`src/rtl/rhythm_pkg.sv`:
```
// rhythm_pkg: shared game-phase encoding, keycodes and score limits for the rhythm game
package rhythm_pkg;
  typedef enum logic [1:0] {IDLE = 2'b00, PLAY = 2'b01, DONE = 2'b10} game_state_t;
  localparam logic [7:0] KEY_START = 8'h2C;
  localparam logic [7:0] KEY_RESTART = 8'h01;
  localparam logic [15:0] SCORE_MAX_BCD = 16'h9999;
endpackage

```
`src/rtl/score_tally_if.sv`:
```
// score_tally_if: keycodes and dropper hit flags in, score/HUD status out
interface score_tally_if #(parameter int NUM_LANES = 16);
  logic [7:0] keycode;
  logic [7:0] keycode_second;
  logic [NUM_LANES-1:0] score_vec;
  logic [15:0] score_bcd;
  logic [11:0] hits_total;
  logic [5:0] new_hits;
  logic flash_on;
  logic [1:0] game_state;
  modport master(output keycode, keycode_second, score_vec, input score_bcd, hits_total, new_hits, flash_on, game_state);
  modport slave(input keycode, keycode_second, score_vec, output score_bcd, hits_total, new_hits, flash_on, game_state);
endinterface

```
`src/rtl/score_tally_bcd_add_sat.sv`:
```
// bcd_add_sat: adds a binary delta to a 4-digit BCD value, saturating at 9999
module bcd_add_sat
  import rhythm_pkg::*;
(
  input  logic [15:0] acc,
  input  logic [9:0]  delta,
  output logic [15:0] sum
);
  logic [15:0] d_bcd;
  logic [15:0] raw;
  logic [4:0] t;
  logic c;
  assign d_bcd = {4'(delta / 1000), 4'((delta / 100) % 10), 4'((delta / 10) % 10), 4'(delta % 10)};
  always_comb begin
    c = 1'b0;
    t = '0;
    raw = '0;
    for (int i = 0; i < 4; i++) begin
      t = 5'(acc[4*i +: 4]) + 5'(d_bcd[4*i +: 4]) + 5'(c);
      c = t > 5'd9;
      raw[4*i +: 4] = c ? 4'(t + 5'd6) : t[3:0];
    end
    sum = c ? SCORE_MAX_BCD : raw;
  end
endmodule

```
`src/rtl/score_tally.sv`:
```
// score_tally: turns dropper hit-flag rising edges into BCD score, hit total and HUD flash
module score_tally
  import rhythm_pkg::*;
#(
  parameter int NUM_LANES = 16,
  parameter int POINTS_PER_HIT = 1,
  parameter int SONG_FRAMES = 4000,
  parameter int FLASH_FRAMES = 8
) (
  input logic frame_clk,
  input logic Reset,
  score_tally_if.slave bus
);
  game_state_t state;
  logic [NUM_LANES-1:0] prev_vec;
  logic [NUM_LANES-1:0] rise;
  logic [5:0] pop;
  logic [9:0] delta;
  logic [12:0] hsum;
  logic [15:0] score_next;
  logic [15:0] frame_cnt;
  logic [7:0] flash_cnt;
  logic start, restart;
  assign rise = bus.score_vec & ~prev_vec;
  assign delta = 10'(pop * POINTS_PER_HIT);
  assign hsum = {1'b0, bus.hits_total} + 13'(pop);
  assign start = bus.keycode == KEY_START || bus.keycode_second == KEY_START;
  assign restart = bus.keycode == KEY_RESTART || bus.keycode_second == KEY_RESTART;
  assign bus.flash_on = flash_cnt != 0;
  assign bus.game_state = state;
  always_comb begin
    pop = '0;
    for (int i = 0; i < NUM_LANES; i++) pop = pop + 6'(rise[i]);
  end
  bcd_add_sat u_add (.acc(bus.score_bcd), .delta(delta), .sum(score_next));
  always_ff @(posedge frame_clk) begin
    if (Reset) begin
      state <= IDLE;
      prev_vec <= '0;
      bus.score_bcd <= '0;
      bus.hits_total <= '0;
      bus.new_hits <= '0;
      frame_cnt <= '0;
      flash_cnt <= '0;
    end else begin
      prev_vec <= bus.score_vec;
      bus.new_hits <= '0;
      flash_cnt <= '0;
      case (state)
        IDLE: if (start) begin
          state <= PLAY;
          bus.score_bcd <= '0;
          bus.hits_total <= '0;
          frame_cnt <= '0;
        end
        PLAY: begin
          bus.new_hits <= pop;
          bus.hits_total <= hsum[12] ? 12'hFFF : hsum[11:0];
          bus.score_bcd <= score_next;
          flash_cnt <= pop != 0 ? 8'(FLASH_FRAMES) : (flash_cnt != 0 ? flash_cnt - 8'd1 : 8'd0);
          frame_cnt <= frame_cnt + 16'd1;
          if (frame_cnt == 16'(SONG_FRAMES - 1)) state <= DONE;
        end
        DONE: if (restart) state <= IDLE;
        default: state <= IDLE;
      endcase
    end
  end
endmodule

```
`src/flat_wrapper.sv`:
```
// flat-port wrapper written by rule: the top's interface ports become plain ports
module score_tally_flat import rhythm_pkg::*;
#(
  parameter int NUM_LANES = 16,
  parameter int POINTS_PER_HIT = 1,
  parameter int SONG_FRAMES = 4000,
  parameter int FLASH_FRAMES = 8
)
  (frame_clk, Reset, bus_keycode, bus_keycode_second, bus_score_vec, bus_score_bcd, bus_hits_total, bus_new_hits, bus_flash_on, bus_game_state);
  score_tally_if #(.NUM_LANES(NUM_LANES)) bus_i ();
  input logic frame_clk;
  input logic Reset;
  input wire logic [$bits(bus_i.keycode)-1:0] bus_keycode;
  input wire logic [$bits(bus_i.keycode_second)-1:0] bus_keycode_second;
  input wire logic [$bits(bus_i.score_vec)-1:0] bus_score_vec;
  output wire logic [$bits(bus_i.score_bcd)-1:0] bus_score_bcd;
  output wire logic [$bits(bus_i.hits_total)-1:0] bus_hits_total;
  output wire logic [$bits(bus_i.new_hits)-1:0] bus_new_hits;
  output wire logic [$bits(bus_i.flash_on)-1:0] bus_flash_on;
  output wire logic [$bits(bus_i.game_state)-1:0] bus_game_state;
  assign bus_i.keycode = bus_keycode;
  assign bus_i.keycode_second = bus_keycode_second;
  assign bus_i.score_vec = bus_score_vec;
  assign bus_score_bcd = bus_i.score_bcd;
  assign bus_hits_total = bus_i.hits_total;
  assign bus_new_hits = bus_i.new_hits;
  assign bus_flash_on = bus_i.flash_on;
  assign bus_game_state = bus_i.game_state;
  score_tally #(.NUM_LANES(NUM_LANES), .POINTS_PER_HIT(POINTS_PER_HIT), .SONG_FRAMES(SONG_FRAMES), .FLASH_FRAMES(FLASH_FRAMES)) u_core (.frame_clk(frame_clk), .Reset(Reset), .bus(bus_i));
endmodule
```
`config.mk`:
```
export PLATFORM = sky130hd
export DESIGN_NAME = score_tally_flat
export DESIGN_NICKNAME = d
export VERILOG_FILES = /design/src/rtl/rhythm_pkg.sv /design/src/rtl/score_tally_if.sv /design/src/rtl/score_tally_bcd_add_sat.sv /design/src/rtl/score_tally.sv /design/src/flat_wrapper.sv
export SDC_FILE = /design/constraint.sdc
export NUM_CORES = 1
export LEC_CHECK = 0
export ABC_AREA = 1
export CORE_UTILIZATION = 53
export DETAILED_ROUTE_END_ITERATION = 8
export PLACE_DENSITY_LB_ADDON = 0.2
export SKIP_CTS_REPAIR_TIMING = 1
export SLEW_MARGIN = 20
export SYNTH_ARGS = -nofsm -noshare
export SYNTH_HDL_FRONTEND = slang
export SYNTH_HIERARCHICAL = 1
export SYNTH_SLANG_ARGS = --single-unit
export TNS_END_PERCENT = 100
```
`constraint.sdc`:
```
create_clock -name frame_clk -period 11.9 [get_ports frame_clk]
set_clock_uncertainty 0.15 [all_clocks]
set_input_delay 1.19 -clock frame_clk [delete_from_list [all_inputs] [get_ports frame_clk]]
set_output_delay 1.19 -clock frame_clk [all_outputs]
set_load 0.02 [all_outputs]
```
==> flow_summary.ini <==
[timing]
worstMarginPinSlew_ns = 1.033
period_needed_ns = 11.54
rsz0062_at_grt = true
drv_slew = 0
finalSetupViolCount = 0
hold_ws_ns = 0.2937
relSlewSlack = 0.3108
period_share = 0.9698
max_freq_mhz = 86.65
worst_slack_ns = 0.3595
final_hold_viol_count = 0

[global_route]
grt_max_degree = 34
grt_overflow_total = 0
track_usage = 0.2470
grt_antenna_before_repair = 0
grt_pass1_vias = 6181
grt_pass1_wl_um = 27250

[logic_synthesis]
yosys-top-cells-area = dfxtp_1, nand2_1, inv_1, ha_1, nor2_1
synthArstFlopShare = 0
synthFlopType = dfxtp_1
yosys.cell_count.top_type = nand2_1
synthDistinctLibCells = 52
synth_edf_count = 0
synth_top_area_cell = dfxtp_1
syn_area_um2 = 6998
syn_area_per_cell_um2 = 6.327
synth_warnings = 6
synth_common_cells = nand2_1, inv_1, nor2_1
syn_inst = 1106
synth_top_area_share = 0.2146
ys_seq_area_frac = 0.2146
ys_ff_latch = 75

[pwr]
leakagePower_nw = 4.401
p_int_w = 0.001486
p_total_w = 0.002888
p_sw_frac = 0.4855
pwr-share-clk = 0.087
ir_drop_mv = 0.2646
p_switching_w = 0.001402
p_comb_frac = 0.823
p_per_area_nw_per_um2 = 326.5
pwr-share-seq = 0.090

[place]
io_buffers = 69
place_congestion = 0.8365
place_area_um2 = 8142
dpl_worst_slack_ns = -0.7865
dp_hpwl_um = 12190

[routing]
vias = 7173
routed_wl_um = 17000
drt-pass1-iter-count = 5
drt_iter0_drc = 430
vias_per_cell = 5.059
wl_per_cell_um = 11.99
drc = 0
antenna_left = 0

[setup_path]
cp.required_ns = 11.99
end_kind = flip-flop
worst_path_largest_cell_delay_ns = 0.56
crit_path_frequent_cell = inv_2
cp_max_fo = 8
crit_arrival_ns = 11.63
startpoint = bus_score_vec[7]
r2r_start = u_core/prev_vec[7]$_SDFF_PP0_
start_kind = input pin
critPathSlowestCell = fa_1
critical_path_class = input pin to flip-flop

[cells_and_area]
drive_gt1_frac = 0.1838
final_cell_area_um2 = 8845
nets = 1329
post-route-util = 0.6952
syn_to_final_growth_pct = 26.39
n_antenna_cell = 0

[worst_hold_path]
hold_path_class = flip-flop to flip-flop
min_from = u_core/flash_cnt[0]$_SDFF_PP0_

[clock_tree]
htreeDepth = 3
cts.sinks = 75
clockBufferDepth = 2
path_clk_slew_ns = 0.06
cts.root.buffer_cell = clkbuf_16
tritoncts = yes
clk_latency_ns = 0.34
numCtsBuffers = 9

[floorplanning]
die_width_um = 116.9
dieArea_um2 = 13670
io_pins = 71
num_rows = 41
die_h_um = 116.9
core-area_um2 = 12720
initial_utilization = 0.5501

[run_status]
outcome = complete, no violations

[run]
max_cap_viol_count = 0
flip-flops by register name (all words and copies together), names as in the netlist:
name                   count
u_core/bus.score_bcd      16
u_core/frame_cnt          16
u_core/prev_vec           16
u_core/bus.hits_total     12
u_core/flash_cnt           8
u_core/bus.new_hits        5
u_core/bus.game_state      2
metrics by stage:
step | instances | TNS (ns)
after CTS | 1401 | -6.430
after global routing | 1418 | -3.023
after detailed placement | 1385 | -11.11
final | 1418 | 0
after global placement | 1385 | -6.738
after floorplan | 1133 | 0
cells by family after synthesis:
family / share of synthesized area
and+or+nand+nor: 0.4288
adders and majority gates: 0.1148
other: 0.0005359
AOI/OAI and AO/OA: 0.09119
buffers and inverters: 0.1112
xor gates and xnor gates: 0.03755
DFF: 0.2146
muxes: 0.001430
power groups by stage:
| stage | combinational (W) | clock [W] | sequential (W) |
|---|---|---|---|
| after floorplan | 0.00122 | 0 | 0.000267 |
| after global placement | 0.00165 | 0 | 0.000265 |
| after detailed placement | 0.00168 | 0 | 0.000265 |
| after CTS | 0.00170 | 0.000257 | 0.000260 |
| after global routing | 0.00261 | 0.000271 | 0.000261 |
| final | 0.00238 | 0.000252 | 0.000260 |
critical path: cells and delay by family:
| family | cells | cell delay [ns] |
|---|---|---|
| adders and majority gates | 15 | 4.99 |
| and+or+nand+nor | 23 | 2.48 |
| buffers and inverters | 15 | 1.13 |
| AOI/OAI and AO/OA | 9 | 0.86 |
| xor gates and xnor gates | 4 | 0.85 |
| muxes | 1 | 0.14 |
layout make-up:
type                       instances  area [µm²]
sequential                        75        1501
clock buffer                      10       229.0
inverter                         173       650.6
timing repair buffer             119        1127
tap                              172       215.2
fill                            1130        3877
multi-input combinational        863        5074
clock inverter                     6       47.55
cell usage in the layout, fill, tap and decap left out, types with 6 or more instances in the layout:
cell type	Yosys	routed
fa_2	0	7
o21ai_1	29	29
dfxtp_1	75	75
clkbuf_16	0	10
ha_1	37	31
clkdlybuf4s50_1	0	60
o21ai_2	1	8
xnor2_1	10	7
or2_2	13	7
nor3_1	7	7
nand3_2	12	13
fa_1	17	10
nand3_1	85	84
or2_4	0	6
inv_2	9	30
nor2_1	115	108
inv_1	161	140
a21oi_2	1	8
dlymetal6s2s_1	0	7
nand2_1	291	283
nand4_1	35	35
o21ai_0	30	23
nor2_4	8	10
conb_1	1	28
xor2_1	20	18
buf_4	2	45
nand2_2	29	36
a21oi_1	46	39
nor2_2	7	12
final timing paths:
| check | to | slack (ns) | cells past startpoint |
|---|---|---|---|
| hold reg to reg | u_core/flash_cnt[0]$_SDFF_PP0_ | 0.29 | 1 |
| setup reg to reg | u_core/bus.score_bcd[10]$_SDFFE_PP0P_ | 1.03 | 65 |
| hold / removal | u_core/flash_cnt[0]$_SDFF_PP0_ | 0.29 | 1 |
| setup / recovery | u_core/bus.score_bcd[10]$_SDFFE_PP0P_ | 0.36 | 67 |
routing by layer:
layer	vias to the layer above	GRT usage	share of wire
li1	3758	-	-
met1	3199	0.3347	0.47
met2	187	0.4146	0.46
met3	29	0.03759	0.050
met4	0	0.05654	0.016
met5	-	0	0
(Power assumes the default switching activity.)
